$ cat config.mk
export PLATFORM = sky130hd
export DESIGN_NAME = ssriscv_lsu
export DESIGN_NICKNAME = d
export VERILOG_FILES = /design/src/rtl/ssriscv_lsu.sv
export SDC_FILE = /design/constraint.sdc
export NUM_CORES = 1
export LEC_CHECK = 0
export CAP_MARGIN = 15
export CORE_MARGIN = 3
export CORE_UTILIZATION = 45
export DETAILED_ROUTE_END_ITERATION = 8
export GPL_TIMING_DRIVEN = 0
export MAX_ROUTING_LAYER = met4
export PLACE_DENSITY = 0.72
export SLEW_MARGIN = 5
export SYNTH_ARGS = -nofsm -noshare
export SYNTH_HDL_FRONTEND = slang
export SYNTH_SLANG_ARGS = --single-unit
$ cat constraint.sdc
create_clock -name clk -period 3.7 [get_ports clk]
set_clock_uncertainty 0.1 [all_clocks]
set_input_delay 0.37 -clock clk [delete_from_list [all_inputs] [get_ports clk]]
set_output_delay 0.37 -clock clk [all_outputs]
set_load 0.02 [all_outputs]
$ cat src/rtl/ssriscv_lsu.sv
// Load/store unit: one outstanding data-memory access per request, response as a one-cycle pulse.
// Define LSU_MISALIGN_SPLIT_EN to split misaligned halfword/word accesses into byte accesses.
//   state  | meaning
//   IDLE   | ready for a request
//   ACCESS | single aligned memory cycle
//   SPLIT  | one byte per cycle for a misaligned access
//   RESP   | response pulse
module ssriscv_lsu #(
  parameter int ADDR_W = 8
) (
  input  logic        clk,
  input  logic        rst_n,
  input  logic        req_valid,
  output logic        req_ready,
  input  logic        req_we,
  input  logic [2:0]  req_func,
  input  logic [31:0] req_addr,
  input  logic [31:0] req_wdata,
  output logic        resp_valid,
  output logic [31:0] resp_rdata,
  output logic        resp_err,
  output logic [31:0] mem_addr,
  output logic [31:0] mem_write_data,
  output logic [2:0]  func,
  output logic        mem_write,
  output logic        mem_read,
  input  logic [31:0] mem_read_data
);

  typedef enum logic [1:0] {
    IDLE   = 2'd0,
    ACCESS = 2'd1,
    SPLIT  = 2'd2,
    RESP   = 2'd3
  } state_t;

  state_t      state, state_nx;
  logic [31:0] addr_q, wdata_q, rdata_q, rdata_nx, asm_q, asm_nx;
  logic [2:0]  func_q;
  logic        we_q, err_q, err_nx;
  logic [1:0]  cnt_q, cnt_nx, last_q, size_m1;
  logic [4:0]  lane;
  logic        func_ok, range_err, misalign;
  logic [32:0] end_addr;

  function automatic logic [31:0] extend(input logic [2:0] f, input logic [31:0] d);
    logic [31:0] r;
    r = d;
    if (f == 3'b001)      r = {{16{d[15]}}, d[15:0]};
    else if (f == 3'b101) r = {16'b0, d[15:0]};
    return r;
  endfunction

  always_comb begin
    size_m1 = 2'd0;
    case (req_func[1:0])
      2'b01:   size_m1 = 2'd1;
      2'b10:   size_m1 = 2'd3;
      default: size_m1 = 2'd0;
    endcase
    case (req_func)
      3'b000, 3'b001, 3'b010: func_ok = 1'b1;
      3'b100, 3'b101:         func_ok = !req_we;
      default:                func_ok = 1'b0;
    endcase
    // 33-bit sum so an access straddling 2**32 is not hidden by wrap-around
    end_addr  = {1'b0, req_addr} + {31'b0, size_m1};
    range_err = |end_addr[32:ADDR_W];
    misalign  = ((size_m1 == 2'd1) && req_addr[0]) ||
                ((size_m1 == 2'd3) && (req_addr[1:0] != 2'b00));
  end

  assign lane = {cnt_q, 3'b000};

  always_comb begin
    state_nx       = state;
    cnt_nx         = cnt_q;
    asm_nx         = asm_q;
    rdata_nx       = rdata_q;
    err_nx         = err_q;
    req_ready      = 1'b0;
    resp_valid     = 1'b0;
    resp_rdata     = 32'b0;
    resp_err       = 1'b0;
    mem_addr       = 32'b0;
    mem_write_data = 32'b0;
    func           = 3'b000;
    mem_write      = 1'b0;
    mem_read       = 1'b0;
    case (state)
      IDLE: begin
        req_ready = 1'b1;
        if (req_valid) begin
          rdata_nx = 32'b0;
          asm_nx   = 32'b0;
          cnt_nx   = 2'd0;
          if (!func_ok || range_err) begin
            err_nx   = 1'b1;
            state_nx = RESP;
          end else if (misalign) begin
`ifdef LSU_MISALIGN_SPLIT_EN
            err_nx   = 1'b0;
            state_nx = SPLIT;
`else
            err_nx   = 1'b1;
            state_nx = RESP;
`endif
          end else begin
            err_nx   = 1'b0;
            state_nx = ACCESS;
          end
        end
      end
      ACCESS: begin
        mem_addr       = addr_q;
        func           = func_q;
        mem_write_data = wdata_q;
        mem_write      = we_q;
        mem_read       = !we_q;
        if (!we_q) rdata_nx = mem_read_data;
        state_nx = RESP;
      end
      SPLIT: begin
        mem_addr       = addr_q + {30'b0, cnt_q};
        func           = we_q ? 3'b000 : 3'b100;
        mem_write_data = {24'b0, wdata_q[lane +: 8]};
        mem_write      = we_q;
        mem_read       = !we_q;
        if (!we_q) asm_nx[lane +: 8] = mem_read_data[7:0];
        if (cnt_q == last_q) begin
          if (!we_q) rdata_nx = extend(func_q, asm_nx);
          state_nx = RESP;
        end else begin
          cnt_nx = cnt_q + 2'd1;
        end
      end
      RESP: begin
        resp_valid = 1'b1;
        resp_rdata = rdata_q;
        resp_err   = err_q;
        state_nx   = IDLE;
      end
      default: state_nx = IDLE;
    endcase
  end

  always_ff @(posedge clk) begin
    if (!rst_n) begin
      state   <= IDLE;
      addr_q  <= 32'b0;
      wdata_q <= 32'b0;
      func_q  <= 3'b000;
      we_q    <= 1'b0;
      last_q  <= 2'd0;
      cnt_q   <= 2'd0;
      asm_q   <= 32'b0;
      rdata_q <= 32'b0;
      err_q   <= 1'b0;
    end else begin
      state   <= state_nx;
      cnt_q   <= cnt_nx;
      asm_q   <= asm_nx;
      rdata_q <= rdata_nx;
      err_q   <= err_nx;
      if (state == IDLE && req_valid) begin
        addr_q  <= req_addr;
        wdata_q <= req_wdata;
        func_q  <= req_func;
        we_q    <= req_we;
        last_q  <= size_m1;
      end
    end
  end

endmodule

==> run_results.csv <==
group,metric,value,unit
worst_setup_path,crit_path_start_kind,"register",
min_path,min_path_type,"in2reg",
logic_synthesis,async_flop_share,0,
power,total_power,5.12,mW
final_layout,fin_area,11500,um^2
power,vdd_drop_max,0.395,mV
logic_synthesis,synth_cell_types,56,
final_layout,final_common_cell,"nand2_1",
cts,cts-hold-fix-buffers,0,
final_layout,layout_common_cells,"nand2_1 (228), clkdlybuf4s50_1 (186), dfxtp_1 (137)",
floorplanning,io_pins,207,
sta,whs,0.157,ns
sta,setup_viol,0,
logic_synthesis,synthCells,1121,
detailed_routing,wl,28600,um
cts,cts_max_level,4,
worst_setup_path,r2r-end,"rdata_q[25]",
cts,clk_pin_slew_worst_paths,0.06,ns
cts,clock-sinks,139,
placement,hpwlAfterDp,21400,um
placement,placement.cell_area,10800,um^2
worst_setup_path,setup.worst_path.class,"reg2out",
final_layout,area_delta_synth_final,36.6,%
logic_synthesis,ys.flop_type,"dfxtp_1",
floorplanning,core_area,18100,um^2
worst_setup_path,crit_chain,"ha_2 > fa_2 > and3_1 > and3_4 > and4_4 > nand4_1 > or2_4 > or3_1 > a21oi_2 > buf_2",
detailed_routing,drtAntennaViolNets,0,
global_routing,grt_usage,0.283,
final_layout,nNetsFinal,1467,
logic_synthesis,syn_nets,1243,
global_routing,grt.overflow.total,0,
sta,hold_viol_final,0,
cts,cts_buffers,17,
placement,portBuffers,202,
worst_setup_path,cp.required,3.23,ns
worst_setup_path,critical-path-top-delay-family,"simple AND/OR/NAND/NOR gates",
placement,place_congestion,0.931,
logic_synthesis,ys_seq_elements,139,
cts,insertion_delay,0.42,ns
worst_setup_path,rr_worst_depth,10,
detailed_routing,initialDrtViolationCount,687,
detailed_routing,vias_per_cell,5.61,
global_routing,antenna_found_initial,0,
power,leakage,4.21,nW
global_routing,grt_start_max_net_pins,17,
min_path,hold_path_end,"addr_q[21]",
floorplanning,dieArea,20400,um^2
worst_setup_path,cpMaxStageDelayCell,"dfxtp_2",
logic_synthesis,syn_area_per_cell,7.51,um^2
detailed_routing,wl_per_cell,18.0,um
global_routing,grt_pass1_wl,44000,um
sta,fin_crit,3.64,ns
worst_setup_path,crit_path_end_kind,"primary output",
min_path,holdPathStages,3,
sta,fmax,275,MHz
outcome,status,"finished clean",
worst_setup_path,slowest_delay,0.38,ns
cts,cts-root-buf,"clkbuf_16",
flow_run,maxCapViolations,0,
sta,period_share,0.984,
final_layout,drive_gt1_frac,0.0737,
worst_setup_path,crit_path_max_fanout,7,
worst_setup_path,path_buf_inv,1,
sta,slew_violations,0,
cts,cts_tree,"done",
detailed_routing,drc,0,
logic_synthesis,ys_warn_count,0,
sta,worst_slew_pin_slew,1.01,ns
worst_setup_path,cp_data_arrival_time,3.17,ns
floorplanning,start_util,0.464,
worst_setup_path,r2r_slack,0.31,ns
sta,tns,0,ns
logic_synthesis,synthesis.area,8420,um^2
detailed_routing,num_vias,8898,
logic_synthesis,yosysSeqAreaShare,0.330,
floorplanning,die_h,143,um
detailed_routing,firstDrtPassIters,5,
cts,cts_buffer_depth,2,
min_path,worstHoldStart,"req_addr[21]",
global_routing,grt_pass1_vias,8071,
power,power.density,445,nW/um^2
sta,max_slew_margin,0.319,
logic_synthesis,synth_edf_count,0,
worst_setup_path,timing.rr.start,"cnt_q[1]",
floorplanning,die_x,143,um
floorplanning,rows,49,
cell usage after synthesis (all sizes together), types with 5 or more instances:
master	instances	share of area
nand2	229	0.10
clkbuf	77	0.034
mux4	8	0.021
nand3b	8	0.0071
inv	15	0.0067
nor3	14	0.0083
dfxtp	139	0.33
buf	12	0.0062
and2	112	0.083
nand2b	5	0.0037
nor2	50	0.022
mux2i	5	0.0059
a31oi	9	0.0067
o21ai	77	0.046
ha	18	0.027
or4	7	0.0064
a21oi	39	0.023
and3	11	0.0082
o21a	6	0.0053
a21boi	70	0.062
or2	5	0.0037
or3	7	0.0064
nor4	9	0.0067
nand4	15	0.011
xnor2	5	0.0052
a22oi	76	0.068
nor2b	23	0.017
nand3	24	0.016
a21o	5	0.0046
a22o	8	0.0083
cells by family (layout without fill, tap and decap cells):
kind of cell,after synthesis,count (layout),synth area share
compound gates,311,311,0.245
other cells,0,1,0
buf+inv,104,340,0.0472
fa+ha+maj,19,19,0.0291
mux,15,15,0.0300
simple gates,524,524,0.309
flops,139,139,0.330
xor+xnor,9,9,0.00936
per-layer routing:
| metal | global-route usage | wire (um) | up-vias |
|---|---|---|---|
| li1 | - | - | 4376 |
| met1 | 0.375 | 12600 | 4084 |
| met2 | 0.454 | 13400 | 392 |
| met3 | 0.0415 | 2000 | 46 |
| met4 | 0.0750 | 618 | 0 |
| met5 | - | 0 | - |
worst register-to-register path, stage by stage, from the launching register on:
cell and delay [ns]:
dfxtp_1 0.49, clkbuf_2 0.35, inv_1 0.15, ha_1 0.39, nor4b_4 0.48, a22oi_1 0.24
o31ai_4 0.45, buf_2 0.29, a22oi_1 0.10, o21ai_0 0.15, and2_1 0.13
cell type report:
type	count	area, um^2
antenna	1	2.50
buffer	88	365
clock buffer	19	453
clock inverter	12	171
fill	1683	6640
inverter	15	56.3
multi-input combinational	878	5340
sequential	139	2790
tap	229	287
timing repair buffer	206	2040
repair_timing:
item	4_1_cts	5_1_grt
setup buffers	1	1
resized for setup	41	45
pin swaps	1	0
setup endpoints to repair	52	49
worst max-delay path by stage:
| stage | from | end | slack (ns) | depth (start not counted) |
|---|---|---|---|---|
| after floorplan | cnt_q[0] | mem_addr[26] | 0.56 | 10 |
| after global placement | cnt_q[0] | mem_addr[30] | -0.39 | 11 |
| after detailed placement | cnt_q[0] | mem_addr[30] | -0.37 | 11 |
| after CTS | cnt_q[0] | mem_addr[26] | 0.03 | 10 |
| after global routing | state[0] | mem_addr[21] | -0.002 | 9 |
| final | cnt_q[0] | mem_addr[30] | 0.06 | 10 |
where the power goes:
group	internal [mW]	switching, mW	leakage (nW)
clock network	1.16	0.681	0.301
logic	0.537	1.02	2.78
registers	1.62	0.103	1.13
total	3.31	1.81	4.21
state kept, by name (all words and copies together) (netlist names):
| signal | cells |
|---|---|
| wdata_q | 32 |
| rdata_q | 32 |
| state | 2 |
| func_q | 3 |
| asm_q | 32 |
| addr_q | 32 |
| cnt_q | 2 |
| we_q | 1 |
| last_q | 2 |
| err_q | 1 |
through the flow:
| step | setup slack (ns) | std cells | utilization |
|---|---|---|---|
| finish | 0.0604 | 1587 | 0.634 |
| CTS | 0.0270 | 1585 | 0.631 |
| floorplan | 0.565 | 1121 | - |
| global placement | -0.389 | 1552 | 0.591 |
| global route | -0.00178 | 1586 | 0.634 |
| detailed placement | -0.373 | 1554 | 0.593 |
Note: power is estimated with default switching activity, not from simulation.
